`src/rtl/reverse_rotation_engine_f_pkg.sv`:
```
// Shared Enigma constants: inverse rotor wirings (Enigma I rotors I/II/III,
// ring setting A) and mod-26 helpers used by the forward and return paths.
package reverse_rotation_engine_f_pkg;

  localparam int unsigned LETTERS = 26;

  typedef logic [4:0] letter_t;

  // Inverse wirings, index 0 = A, value 0 = A.
  // INV_I   = "UWYGADFPVZBECKMTHXSLRINQOJ"
  localparam letter_t INV_I [LETTERS] = '{
    5'd20, 5'd22, 5'd24, 5'd6,  5'd0,  5'd3,  5'd5,  5'd15, 5'd21, 5'd25,
    5'd1,  5'd4,  5'd2,  5'd10, 5'd12, 5'd19, 5'd7,  5'd23, 5'd18, 5'd11,
    5'd17, 5'd8,  5'd13, 5'd16, 5'd14, 5'd9
  };

  // INV_II  = "AJPCZWRLFBDKOTYUQGENHXMIVS"
  localparam letter_t INV_II [LETTERS] = '{
    5'd0,  5'd9,  5'd15, 5'd2,  5'd25, 5'd22, 5'd17, 5'd11, 5'd5,  5'd1,
    5'd3,  5'd10, 5'd14, 5'd19, 5'd24, 5'd20, 5'd16, 5'd6,  5'd4,  5'd13,
    5'd7,  5'd23, 5'd12, 5'd8,  5'd21, 5'd18
  };

  // INV_III = "TAGBPCSDQEUFVNZHYIXJWLRKOM"
  localparam letter_t INV_III [LETTERS] = '{
    5'd19, 5'd0,  5'd6,  5'd1,  5'd15, 5'd2,  5'd18, 5'd3,  5'd16, 5'd4,
    5'd20, 5'd5,  5'd21, 5'd13, 5'd25, 5'd7,  5'd24, 5'd8,  5'd23, 5'd9,
    5'd22, 5'd11, 5'd17, 5'd10, 5'd14, 5'd12
  };

  // (a + b) mod 26 for in-range operands: 6-bit sum, one conditional subtract.
  function automatic letter_t add_mod26(input letter_t a, input letter_t b);
    logic [5:0] s;
    s = {1'b0, a} + {1'b0, b};
    if (s >= 6'(LETTERS)) s = s - 6'(LETTERS);
    return s[4:0];
  endfunction

  // (a - b) mod 26 for in-range operands: borrow handled by adding 26 first.
  function automatic letter_t sub_mod26(input letter_t a, input letter_t b);
    logic [5:0] s;
    if (a < b) s = {1'b0, a} + 6'(LETTERS) - {1'b0, b};
    else       s = {1'b0, a} - {1'b0, b};
    return s[4:0];
  endfunction

  // Inverse-wiring lookup by rotor number; indices past Z read as 0 so an
  // out-of-range contact never walks off the table.
  function automatic letter_t inv_wire(input int unsigned rotor_id, input letter_t idx);
    letter_t v;
    v = '0;
    if (idx < 5'(LETTERS)) begin
      case (rotor_id)
        1:       v = INV_I[idx];
        2:       v = INV_II[idx];
        default: v = INV_III[idx];
      endcase
    end
    return v;
  endfunction

endpackage

```
`src/rtl/reverse_rotation_engine_f_rotor_inv_stage.sv`:
```
// One rotor on the return path: shift into the rotor frame by its position,
// pass through the inverse wiring, shift back out. Purely combinational.
module rotor_inv_stage
  import reverse_rotation_engine_f_pkg::*;
#(
  parameter int unsigned ROTOR_ID = 1
) (
  input  logic [4:0] x,
  input  logic [4:0] pos,
  output logic [4:0] y
);

  letter_t entry;
  letter_t wired;

  // Entry contact, wiring lookup, exit contact.
  always_comb begin
    entry = add_mod26(x, pos);
    wired = inv_wire(ROTOR_ID, entry);
    y     = sub_mod26(wired, pos);
  end

endmodule

```
`src/rtl/reverse_rotation_engine_f.sv`:
```
// Enigma return path: reflector output through rotor 3, 2, 1 inverse wirings.
// Combinational chain, all three stage results registered together (1 cycle).
module reverse_rotation_engine_f
  import reverse_rotation_engine_f_pkg::*;
(
  input  logic       clk,
  input  logic       rst_n,
  input  logic [4:0] data_in,
  input  logic [4:0] r1_pos_F,
  input  logic [4:0] r2_pos_F,
  input  logic [4:0] r3_pos_F,
  output logic [4:0] r3_out,
  output logic [4:0] r2_out,
  output logic [4:0] r1_out
);

  localparam letter_t MAX_LETTER = 5'(LETTERS - 1);

  letter_t r3_y, r2_y, r1_y;
  letter_t r3_d, r2_d, r1_d;
  letter_t r3_q, r2_q, r1_q;
  logic    in_range;

  rotor_inv_stage #(.ROTOR_ID(3)) u_r3 (.x(data_in), .pos(r3_pos_F), .y(r3_y));
  rotor_inv_stage #(.ROTOR_ID(2)) u_r2 (.x(r3_y),    .pos(r2_pos_F), .y(r2_y));
  rotor_inv_stage #(.ROTOR_ID(1)) u_r1 (.x(r2_y),    .pos(r1_pos_F), .y(r1_y));

  // Any letter or position beyond Z blanks all three results.
  always_comb begin
    // NOTE: every always_comb output gets a default first so no path leaves it unassigned (no latch).
    r3_d = '0;
    r2_d = '0;
    r1_d = '0;
    in_range = (data_in  <= MAX_LETTER) && (r1_pos_F <= MAX_LETTER) &&
               (r2_pos_F <= MAX_LETTER) && (r3_pos_F <= MAX_LETTER);
    if (in_range) begin
      r3_d = r3_y;
      r2_d = r2_y;
      r1_d = r1_y;
    end
  end

  // Capture all stage results on the same edge; reset clears them asynchronously.
  always_ff @(posedge clk or negedge rst_n) begin
    if (!rst_n) begin
      // NOTE: sequential state uses non-blocking assignments so every register samples pre-edge values.
      r3_q <= '0;
      r2_q <= '0;
      r1_q <= '0;
    end else begin
      r3_q <= r3_d;
      r2_q <= r2_d;
      r1_q <= r1_d;
    end
  end

  assign r3_out = r3_q;
  assign r2_out = r2_q;
  assign r1_out = r1_q;

endmodule

```
`config.mk`:
```
export PLATFORM = sky130hd
export DESIGN_NAME = reverse_rotation_engine_f
export DESIGN_NICKNAME = d
export VERILOG_FILES = /design/src/rtl/reverse_rotation_engine_f_pkg.sv /design/src/rtl/reverse_rotation_engine_f_rotor_inv_stage.sv /design/src/rtl/reverse_rotation_engine_f.sv
export SDC_FILE = /design/constraint.sdc
export NUM_CORES = 1
export LEC_CHECK = 0
export ABC_CLOCK_PERIOD_IN_PS = 800
export CORE_ASPECT_RATIO = 1.5
export CORE_UTILIZATION = 55
export CTS_CLUSTER_DIAMETER = 120
export CTS_CLUSTER_SIZE = 28
export DETAILED_ROUTE_END_ITERATION = 8
export PLACE_DENSITY = 0.77
export SLEW_MARGIN = 10
export SYNTH_ARGS = -nofsm -noshare
export SYNTH_HDL_FRONTEND = slang
export SYNTH_HIERARCHICAL = 1
export SYNTH_SLANG_ARGS = --single-unit
```
`constraint.sdc`:
```
create_clock -name clk -period 0.8 [get_ports clk]
set_input_delay 0.24 -clock clk [delete_from_list [all_inputs] [get_ports clk]]
set_output_delay 0.24 -clock clk [all_outputs]
set_load 0.05 [all_outputs]
```
==> results of run 1 <==
==> synthesized netlist by cell type, types with 10 or more instances <==
library cell | n | area [µm²]
o21ai_0 | 23 | 115
xnor2_1 | 12 | 105
dfrtp_1 | 15 | 375
xor2_1 | 11 | 96.3
ha_1 | 75 | 938
a21oi_1 | 27 | 135
mux2i_1 | 12 | 120
fa_1 | 12 | 240
nand2_1 | 20 | 75.1
a21o_1 | 10 | 75.1
and2_2 | 12 | 90.1
inv_1 | 57 | 214
nor2_1 | 45 | 169
==> metrics by stage <==
step / instance area, µm² / hold slack [ns]
3_3_place_gp: 6220 / 0.587
3_5_place_dp: 6220 / 0.612
2_1_floorplan: 4450 / -0.0556
==> cell families after synthesis <==
family          count (synthesis)  synth area share [%]
compound gates                157                  28.8
xor+xnor                       26                  5.99
fa+ha+maj                      87                  28.2
buf+inv                        70                  7.70
flops                          15                  8.99
mux                            19                  5.12
simple gates                  121                  15.2
==> results by group, run 1 <==
Outcome
  • Tool error: [ERROR DPL-0033] detailed placement checks failed during check placement.
  • Exit stage: clock tree synthesis
  • Outcome: stopped before the end

Placement
  • Routability Congestion: approximately 0.96
  • Pre-CTS WS: -11.59 ns
  • Port bufs: 36
  • Post-DP HPWL: 11100 µm
  • Cell count after placement: 782

Synthesis
  • Synthesized area per cell: 8.44 µm²
  • Gate Count Post-Synth: 495
  • Post-synthesis sequential area ratio: 8.99%
  • Cell variety after synth: 84
  • Post-synth EDFFs: 0
  • Async SR Flop Fraction: 100%
  • Synth warn: 6
  • Netlist Area Pre-Place: 4180 µm²
  • Synthesis-stage register bit count: 15
  • Ys flop type: dfrtp_1
  • Synthesized Nets: about 600

Clock network
  • Root buffer cell: clkbuf_8
  • H-tree depth: 1
  • Hold Buf Count CTS: 0
  • Cts bufs inserted: 3
  • Clock sink count: 15
  • Post-CTS setup buffers: 37
  • Post-cts sizing count: 132
  • CTS max path bufs: 2

Floorplan
  • IO Count: 37
  • Die H: about 110 µm
  • Row cnt: 38
  • Die extent in x: ~73 µm
  • Initial Util: a little under three fifths
==> inputs of run 2 (changes only) <==
--- a/config.mk
+++ b/config.mk
@@ -6,12 +6,9 @@
 export NUM_CORES = 1
 export LEC_CHECK = 0
 export ABC_CLOCK_PERIOD_IN_PS = 800
-export CORE_ASPECT_RATIO = 1.5
-export CORE_UTILIZATION = 55
-export CTS_CLUSTER_DIAMETER = 120
-export CTS_CLUSTER_SIZE = 28
+export CORE_UTILIZATION = 40
 export DETAILED_ROUTE_END_ITERATION = 8
-export PLACE_DENSITY = 0.77
+export PLACE_DENSITY_LB_ADDON = 0.15
 export SLEW_MARGIN = 10
 export SYNTH_ARGS = -nofsm -noshare
 export SYNTH_HDL_FRONTEND = slang
==> run 2 against run 1 <==
The flow now finishes, with violations (setup timing). Area after synthesis unchanged. Synthesized cell count unchanged.
==> results by group, run 2 <==
Outcome
  • Outcome: finished, violations left (was stopped before the end)
  • Failing checks: setup timing

Synthesis
  • Synth Area in Simple Gates: 15.2% (unchanged)
  • Synth Area in XOR/XNOR: 5.99% (unchanged)
  • Top-count cell post-synth: ha_1 (unchanged)
  • Async SR Flop Fraction: 100% (unchanged)
  • Ys flop type: dfrtp_1 (unchanged)
  • Mux cell area share after synthesis: 5.12% (unchanged)
  • Synth warn: 6 (unchanged)
  • Synthesized Nets: 604 (unchanged)
  • Post-synth top area cell: ha_1 (unchanged)
  • Largest family of logic cells by synthesized area: compound AO/OA/AOI/OAI gates (unchanged)
  • Commonest cells post-synth: 75 x ha_1, 57 x inv_1, 45 x nor2_1 (unchanged)
  • Netlist Area Pre-Place: 4180 µm² (unchanged)
  • Synthesis-stage register bit count: 15 (unchanged)
  • Top cell type's share of synthesized area: 22.5% (unchanged)
  • Post-synthesis sequential area ratio: 8.99% (unchanged)
  • Largest cells by area after synthesis: ha_1 22%, dfrtp_1 9.0%, fa_1 5.8% (unchanged)
  • Post-synth EDFFs: 0 (unchanged)
  • Cell variety after synth: 84 (unchanged)
  • Synthesized area per cell: 8.44 µm² (unchanged)
  • Synth Area in Compound Gates: 28.8% (unchanged)
  • Adder-cell share of the synthesized area: 28.2% (unchanged)
  • Gate Count Post-Synth: 495 (unchanged)

Critical path
  • Crit-path most repeated cell: buf_6
  • Worst Setup End Kind: register
  • CP max-delay cell: or4_4
  • Worst Path Arrival: 11.29 ns
  • CP startpoint kind: input pin
  • WP data required: 0.99 ns
  • Worst-path fanout max: 5
  • Crit path kind: input pin to register
  • Slowest Stage Delay on Critical Path: 0.51 ns

Clock network
  • Cts bufs inserted: 3 (unchanged)
  • Root buffer cell: clkbuf_8 (unchanged)
  • Hold Buf Count CTS: 0 (unchanged)
  • Clk slew on worst S/H paths: 0.06 ns
  • CTS tree: built
  • CTS max path bufs: 2 (unchanged)
  • H-tree depth: 1 (unchanged)
  • Clock sink count: 15 (unchanged)

Placement
  • Routability Congestion: 0.909 (was 0.956)
  • Placed Area: 6250 µm² (was 6220 µm²)
  • Post-DP HPWL: 9970 µm (was 11100 µm)
  • Port bufs: 36 (unchanged)

Layout
  • Fillcell total: 729
  • Most common cell after layout, fill and taps aside: buf_4
  • Antenna Cells: 0
  • Area Growth Syn to Fin: 75.7%
  • Finished Cell Area: 7340 µm²
  • Most frequent cells in the layout: 192 x buf_4, 44 x inv_1, 40 x ha_1, 32 x nor2_1, 20 x ha_4
  • Final layout net count: 842
  • Layout cells sized above 1: 59.3%

Floorplan
  • Initial Util: 42.0% (was 57.4%)
  • Core area: 9950 µm²
  • IO Count: 37 (unchanged)
  • Die extent in x: 104 µm (was 73.2 µm)
  • DIE AREA: ~11000 µm²
  • Die H: 104 µm (was 109 µm)
  • Row cnt: 36 (was 38)

Detailed routing
  • DRC: 0
  • Vias post-DR: 4508
  • Antenna-violating nets left: 0
  • Iteration-0 DRC Markers: about 190
  • Via-per-instance ratio: 5.21
  • WL/cell: 15.9 µm
  • Routed WL: 13700 µm
  • Drt pass-1 iters: 4

Timing
  • Final Hold Viols: 0
  • Min Clock Period, post-route: around 11 ns
  • Final setup fails: 30
  • Unrepaired setup endpoints after global routing: true
  • Setup ws final: -10.29 ns
  • Worst Max-Slew Pin Slew: ~0.4 ns
  • Fmax achieved: 90.2 MHz
  • Slew margin rel.: 73.4%
  • Final count of pins violating max slew: 0
  • Tcrit/Tclk final: 1390%

GRT
  • Pin count of the biggest net entering global routing: 16
  • Initial antenna violation count: 0
  • Tot GR Track Use: 24.4%
  • Total congestion overflow: 0
  • Vias in the first global route: 4688
  • First-pass GRT wire length: 21900 µm

Flow run
  • Max Cap Violations: 0

Min path
  • Hold WC Path Type: input pin to asynchronous set/reset pin
[run 2: cell counts after synthesis]
Identical to the previous run, type by type.
[run 2: cell type report]
type | instances | area, µm² | area share [%]
Clock buffer | 3 | 41.3 | 0.563
Clock inverter | 1 | 5.00 | 0.0682
Inverter | 59 | 234 | 3.19
Multi-Input combinational cell | 410 | 4340 | 59.2
Sequential cell | 15 | 393 | 5.35
Tap cell | 133 | 166 | 2.27
Timing Repair Buffer | 244 | 2160 | 29.4
[run 2: kinds of logic after synthesis]
| kind of cell | Yosys count |
|---|---|
| mux | 19 |
| flops | 15 |
| xor+xnor | 26 |
| compound gates | 157 |
| simple gates | 121 |
| fa+ha+maj | 87 |
| buf+inv | 70 |
[run 2: per-stage QoR]
step	std cells	setup WS [ns]	hold slack (ns)	setup TNS [ns]	util [%]
6_report	865	-10.29	0.331	-103.87	73.7
5_1_grt	865	-10.82	0.340	-108.87	73.7
4_1_cts	852	-10.16	0.335	-102.63	70.2
3_5_place_dp	813	-11.24	0.596	-112.55	62.7
3_3_place_gp	813	-11.00	0.591	-110.05	62.7
2_1_floorplan	495	-9.97	-0.0556	-95.65	-
[run 2: how the worst max path moves through the flow]
stage | startpoint | to | slack, ns | depth (start not counted)
2_1_floorplan | data_in[0] | r1_out[4] | -9.97 | 52
3_3_place_gp | r3_pos_F[0] | r1_out[4] | -11.00 | 54
3_5_place_dp | r3_pos_F[0] | r1_out[4] | -11.24 | 56
4_1_cts | r3_pos_F[0] | r1_out[4] | -10.16 | 56
5_1_grt | r3_pos_F[0] | r1_out[4] | -10.82 | 59
6_report | r3_pos_F[0] | r1_out[4] | -10.29 | 58
[run 2: metal layers]
| layer | wire, µm | global-route usage [%] | up-vias | share of wire, % |
|---|---|---|---|---|
| met5 | 0 | 0 | - | 0 |
| met2 | 7270 | 46.1 | 80 | 53 |
| met1 | 5780 | 28.7 | 2152 | 42 |
| met3 | 369 | 3.26 | 32 | 2.7 |
| li1 | - | - | 2244 | - |
| met4 | 327 | 6.02 | 0 | 2.4 |
[run 2: what timing repair did]
action                                 4_1_cts  5_1_grt
endpoints found under the hold margin        0        0
gates resized for setup                    107       57
setup endpoints to repair                   30       30
pin swaps                                   86       58
buffers inserted                            37       13
[run 2: worst max-delay path: cells and delay by family]
kind	cells	cell delay [ns]
AOI/OAI and AO/OA	22	3.94
and+or+nand+nor	9	1.78
muxes	3	0.79
adders and majority gates	9	2.51
buffers and inverters	10	1.17
xor gates and xnor gates	5	0.84
Power of run 2 is not shown: default switching activity piles up to over one toggle a cycle in this logic, so the estimate is an artifact.
==> inputs of run 3 (changes only) <==
--- a/config.mk
+++ b/config.mk
@@ -9,8 +9,9 @@
 export CORE_UTILIZATION = 40
 export DETAILED_ROUTE_END_ITERATION = 8
 export PLACE_DENSITY_LB_ADDON = 0.15
+export REMOVE_ABC_BUFFERS = 1
+export SETUP_SLACK_MARGIN = 0.2
 export SLEW_MARGIN = 10
 export SYNTH_ARGS = -nofsm -noshare
 export SYNTH_HDL_FRONTEND = slang
-export SYNTH_HIERARCHICAL = 1
 export SYNTH_SLANG_ARGS = --single-unit
==> run 3 against run 2 <==
Cell count down 12%. Fmax rose by 0.47%. Design area fell by 7.2%. Synthesized cell count fell by 15%. Worst hold slack worse by 0.015 ns. The flow still finishes with violations (setup timing). Worst setup slack better by 0.052 ns. Die area decreased by 13%. Non-clock buffer count down 5. Via count decreased by 9.0%. Core utilization is 4.4 points higher.
==> results by group, run 3 <==
GRT
  • First-pass GRT wire length: 19300 µm (was 21900 µm)
  • Initial antenna violation count: 0 (unchanged)
  • Total congestion overflow: 0 (unchanged)
  • Pin count of the biggest net entering global routing: 16 (unchanged)
  • Grt met1 use: 30.1% (was 28.7%)
  • Vias in the first global route: 4247 (was 4688)
  • Tot GR Track Use: 24.6% (was 24.4%)
  • Met3 Track Usage GR: 2.09% (was 3.26%)
  • M2 GR Usage: 44.9% (was 46.1%)
  • GRT busiest layer: met2 (unchanged)

Critical path
  • Worst-path fanout max: 5 (unchanged)
  • Crit-path most repeated cell: a21o_1 (was buf_6)
  • Worst Path Arrival: 11.18 ns (was 11.29 ns)
  • CP max-delay cell: or3_4 (was or4_4)
  • WP data required: 0.94 ns (was 0.99 ns)
  • Worst Setup End Kind: register (unchanged)
  • Slowest Stage Delay on Critical Path: 0.40 ns (was 0.51 ns)
  • Crit path kind: input pin to register (unchanged)
  • CP startpoint kind: input pin (unchanged)

Synthesis
  • Top-count cell post-synth: ha_1 (unchanged)
  • Synthesized area per cell: 8.61 µm² (was 8.44 µm²)
  • Post-synthesis sequential area ratio: 10.4% (was 8.99%)
  • Synth warn: 0 (was 6)
  • Cell variety after synth: 67 (was 84)
  • Netlist Area Pre-Place: 3620 µm² (was 4180 µm²)
  • Largest cells by area after synthesis: ha_1 24%, dfrtp_1 10%, mux2i_1 7.5% (was ha_1 22%, dfrtp_1 9.0%, fa_1 5.8%)
  • Commonest cells post-synth: 69 x ha_1, 52 x inv_1, 35 x nor2_1 (was 75 x ha_1, 57 x inv_1, 45 x nor2_1)
  • Async SR Flop Fraction: 100% (unchanged)
  • Gate Count Post-Synth: 420 (was 495)
  • Top cell type's share of synthesized area: 23.9% (was 22.5%)
  • Ys flop type: dfrtp_1 (unchanged)
  • Synthesis-stage register bit count: 15 (unchanged)
  • Post-synth top area cell: ha_1 (unchanged)
  • Post-synth EDFFs: 0 (unchanged)

Detailed routing
  • DRC: 0 (unchanged)
  • Drt pass-1 iters: 5 (was 4)
  • Routed WL: 13100 µm (was 13700 µm)
  • WL/cell: 17.2 µm (was 15.9 µm)
  • Iteration-0 DRC Markers: 128 (was 191)
  • Antenna-violating nets left: 0 (unchanged)
  • Vias post-DR: 4101 (was 4508)
  • Via-per-instance ratio: 5.37 (was 5.21)

Min path
  • Hold WC Path Type: input pin to asynchronous set/reset pin (unchanged)

Floorplan
  • Initial Util: 41.5% (was 42.0%)
  • DIE AREA: 9420 µm² (was 10900 µm²)
  • Core area: 8720 µm² (was 9950 µm²)
  • Die H: 97.1 µm (was 104 µm)
  • Row cnt: 34 (was 36)
  • IO Count: 37 (unchanged)
  • Die extent in x: 97.1 µm (was 104 µm)

Layout
  • Most frequent cells in the layout: 170 x buf_4, 45 x inv_1, 32 x ha_1, 31 x buf_6, 28 x ha_4 (was 192 x buf_4, 44 x inv_1, 40 x ha_1, 32 x nor2_1, 20 x ha_4)
  • Area of the multi-input gates: 3890 µm² (was 4340 µm²)
  • Sequential Area: 375 µm² (was 393 µm²)
  • Final layout net count: 759 (was 842)
  • Fillcell total: 522 (was 729)
  • Area Growth Syn to Fin: 88.4% (was 75.7%)
  • Finished Cell Area: 6810 µm² (was 7340 µm²)
  • Most common cell after layout, fill and taps aside: buf_4 (unchanged)
  • Antenna Cells: 0 (unchanged)
  • Layout cells sized above 1: 56.0% (was 59.3%)

Timing
  • Fmax achieved: 90.6 MHz (was 90.2 MHz)
  • Setup ws final: -10.24 ns (was -10.29 ns)
  • Min Clock Period, post-route: 11.04 ns (was 11.09 ns)
  • Slew margin rel.: 72.0% (was 73.4%)
  • Setup TNS: -102.95 ns (was -103.87 ns)
  • Final count of pins violating max slew: 0 (unchanged)
  • Worst Max-Slew Pin Slew: 0.419 ns (was 0.395 ns)
  • Tcrit/Tclk final: 1380% (was 1390%)
  • Unrepaired setup endpoints after global routing: true (unchanged)
  • Final Hold Viols: 0 (unchanged)
  • Final setup fails: 30 (unchanged)

Placement
  • Port bufs: 36 (unchanged)
  • Routability Congestion: 0.986 (was 0.909)
  • Post-DP HPWL: 8470 µm (was 9970 µm)
  • Placed Area: 5370 µm² (was 6250 µm²)
  • Pre-CTS WS: -11.17 ns (was -11.24 ns)

Clock network
  • H-tree depth: 1 (unchanged)
  • Root buffer cell: clkbuf_8 (unchanged)
  • Cts bufs inserted: 3 (unchanged)
  • Clock sink count: 15 (unchanged)
  • Clk slew on worst S/H paths: 0.07 ns (was 0.06 ns)
  • CTS max path bufs: 2 (unchanged)
  • Hold Buf Count CTS: 0 (unchanged)
  • CTS tree: built (unchanged)

Outcome
  • Outcome: finished, violations left (unchanged)
  • Failing checks: setup timing (unchanged)

Flow run
  • Max Cap Violations: 0 (unchanged)
run 3: cell types whose count changed after synthesis, sizes merged, moves of 5 or more:
cell | before | now
o21ai | 28 | 5
and2 | 19 | 3
mux2i | 13 | 28
nor2 | 46 | 35
xnor2 | 12 | 20
a21o | 12 | 18
ha | 75 | 69
nor3 | 8 | 2
buf | 10 | 5
inv | 58 | 53
o21a | 7 | 2
o32ai | 5 | 0
run 3: stage by stage:
step / hold WS [ns] / instances / util, %
floorplan: -0.0556 / 412 / -
finish: 0.316 / 763 / 78.1
global placement: 0.588 / 708 / 61.6
CTS: 0.315 / 746 / 71.5
detailed placement: 0.587 / 708 / 61.6
global route: 0.326 / 763 / 78.1
run 3: cells by family (layout without fill, tap and decap cells):
| family | Yosys count | count (layout) | share of synthesized area (%) |
|---|---|---|---|
| multiplexers | 35 | 35 | 10.4 |
| XOR/XNOR | 31 | 31 | 8.34 |
| AND/OR/NAND/NOR | 87 | 87 | 11.0 |
| flip-flops | 15 | 15 | 10.4 |
| adder cells (fa/ha/maj) | 81 | 81 | 30.5 |
| buffers and inverters | 61 | 296 | 6.75 |
| AO/OA/AOI/OAI | 110 | 110 | 22.6 |
run 3: metal layers:
metal	share of wire (%)	vias up
met5	0	-
met1	42	2016
met2	52	102
met4	2.7	0
met3	2.9	31
li1	-	1952
run 3: timing repair:
action,CTS,global route
gates resized for setup,113,88
setup endpoints to repair,30,30
hold endpoints to repair,0,0
pin swaps,58,71
gates cloned,1,0
setup buffers,33,17
run 3: worst max-delay path by stage:
stage	end	depth (start not counted)	start	slack [ns]
5_1_grt	r1_out[4]	56	data_in[0]	-10.73
2_1_floorplan	r1_out[4]	50	data_in[0]	-11.01
6_report	r1_out[4]	58	r3_pos_F[0]	-10.24
3_3_place_gp	r1_out[4]	57	r3_pos_F[0]	-10.90
3_5_place_dp	r1_out[4]	52	r3_pos_F[0]	-11.17
4_1_cts	r1_out[4]	56	r3_pos_F[0]	-10.0
run 3: cell type report:
| type | instances | area share, % |
|---|---|---|
| clock buffers | 3 | 0.606 |
| multi-input cells | 344 | 57.0 |
| flip-flops and latches | 15 | 5.51 |
| repair buffers | 239 | 31.9 |
| well taps | 108 | 1.98 |
| clock inverters | 1 | 0.0734 |
| inverters | 53 | 2.92 |
run 3: critical path: cells and delay by family:
family          cells  cell delay (ns)
compound gates     22             4.37
xor+xnor            5             0.88
buf+inv            10             1.00
simple gates        5             1.15
mux                 6             1.14
fa+ha+maj          10             2.42
Power of run 3 is left out for the same reason.
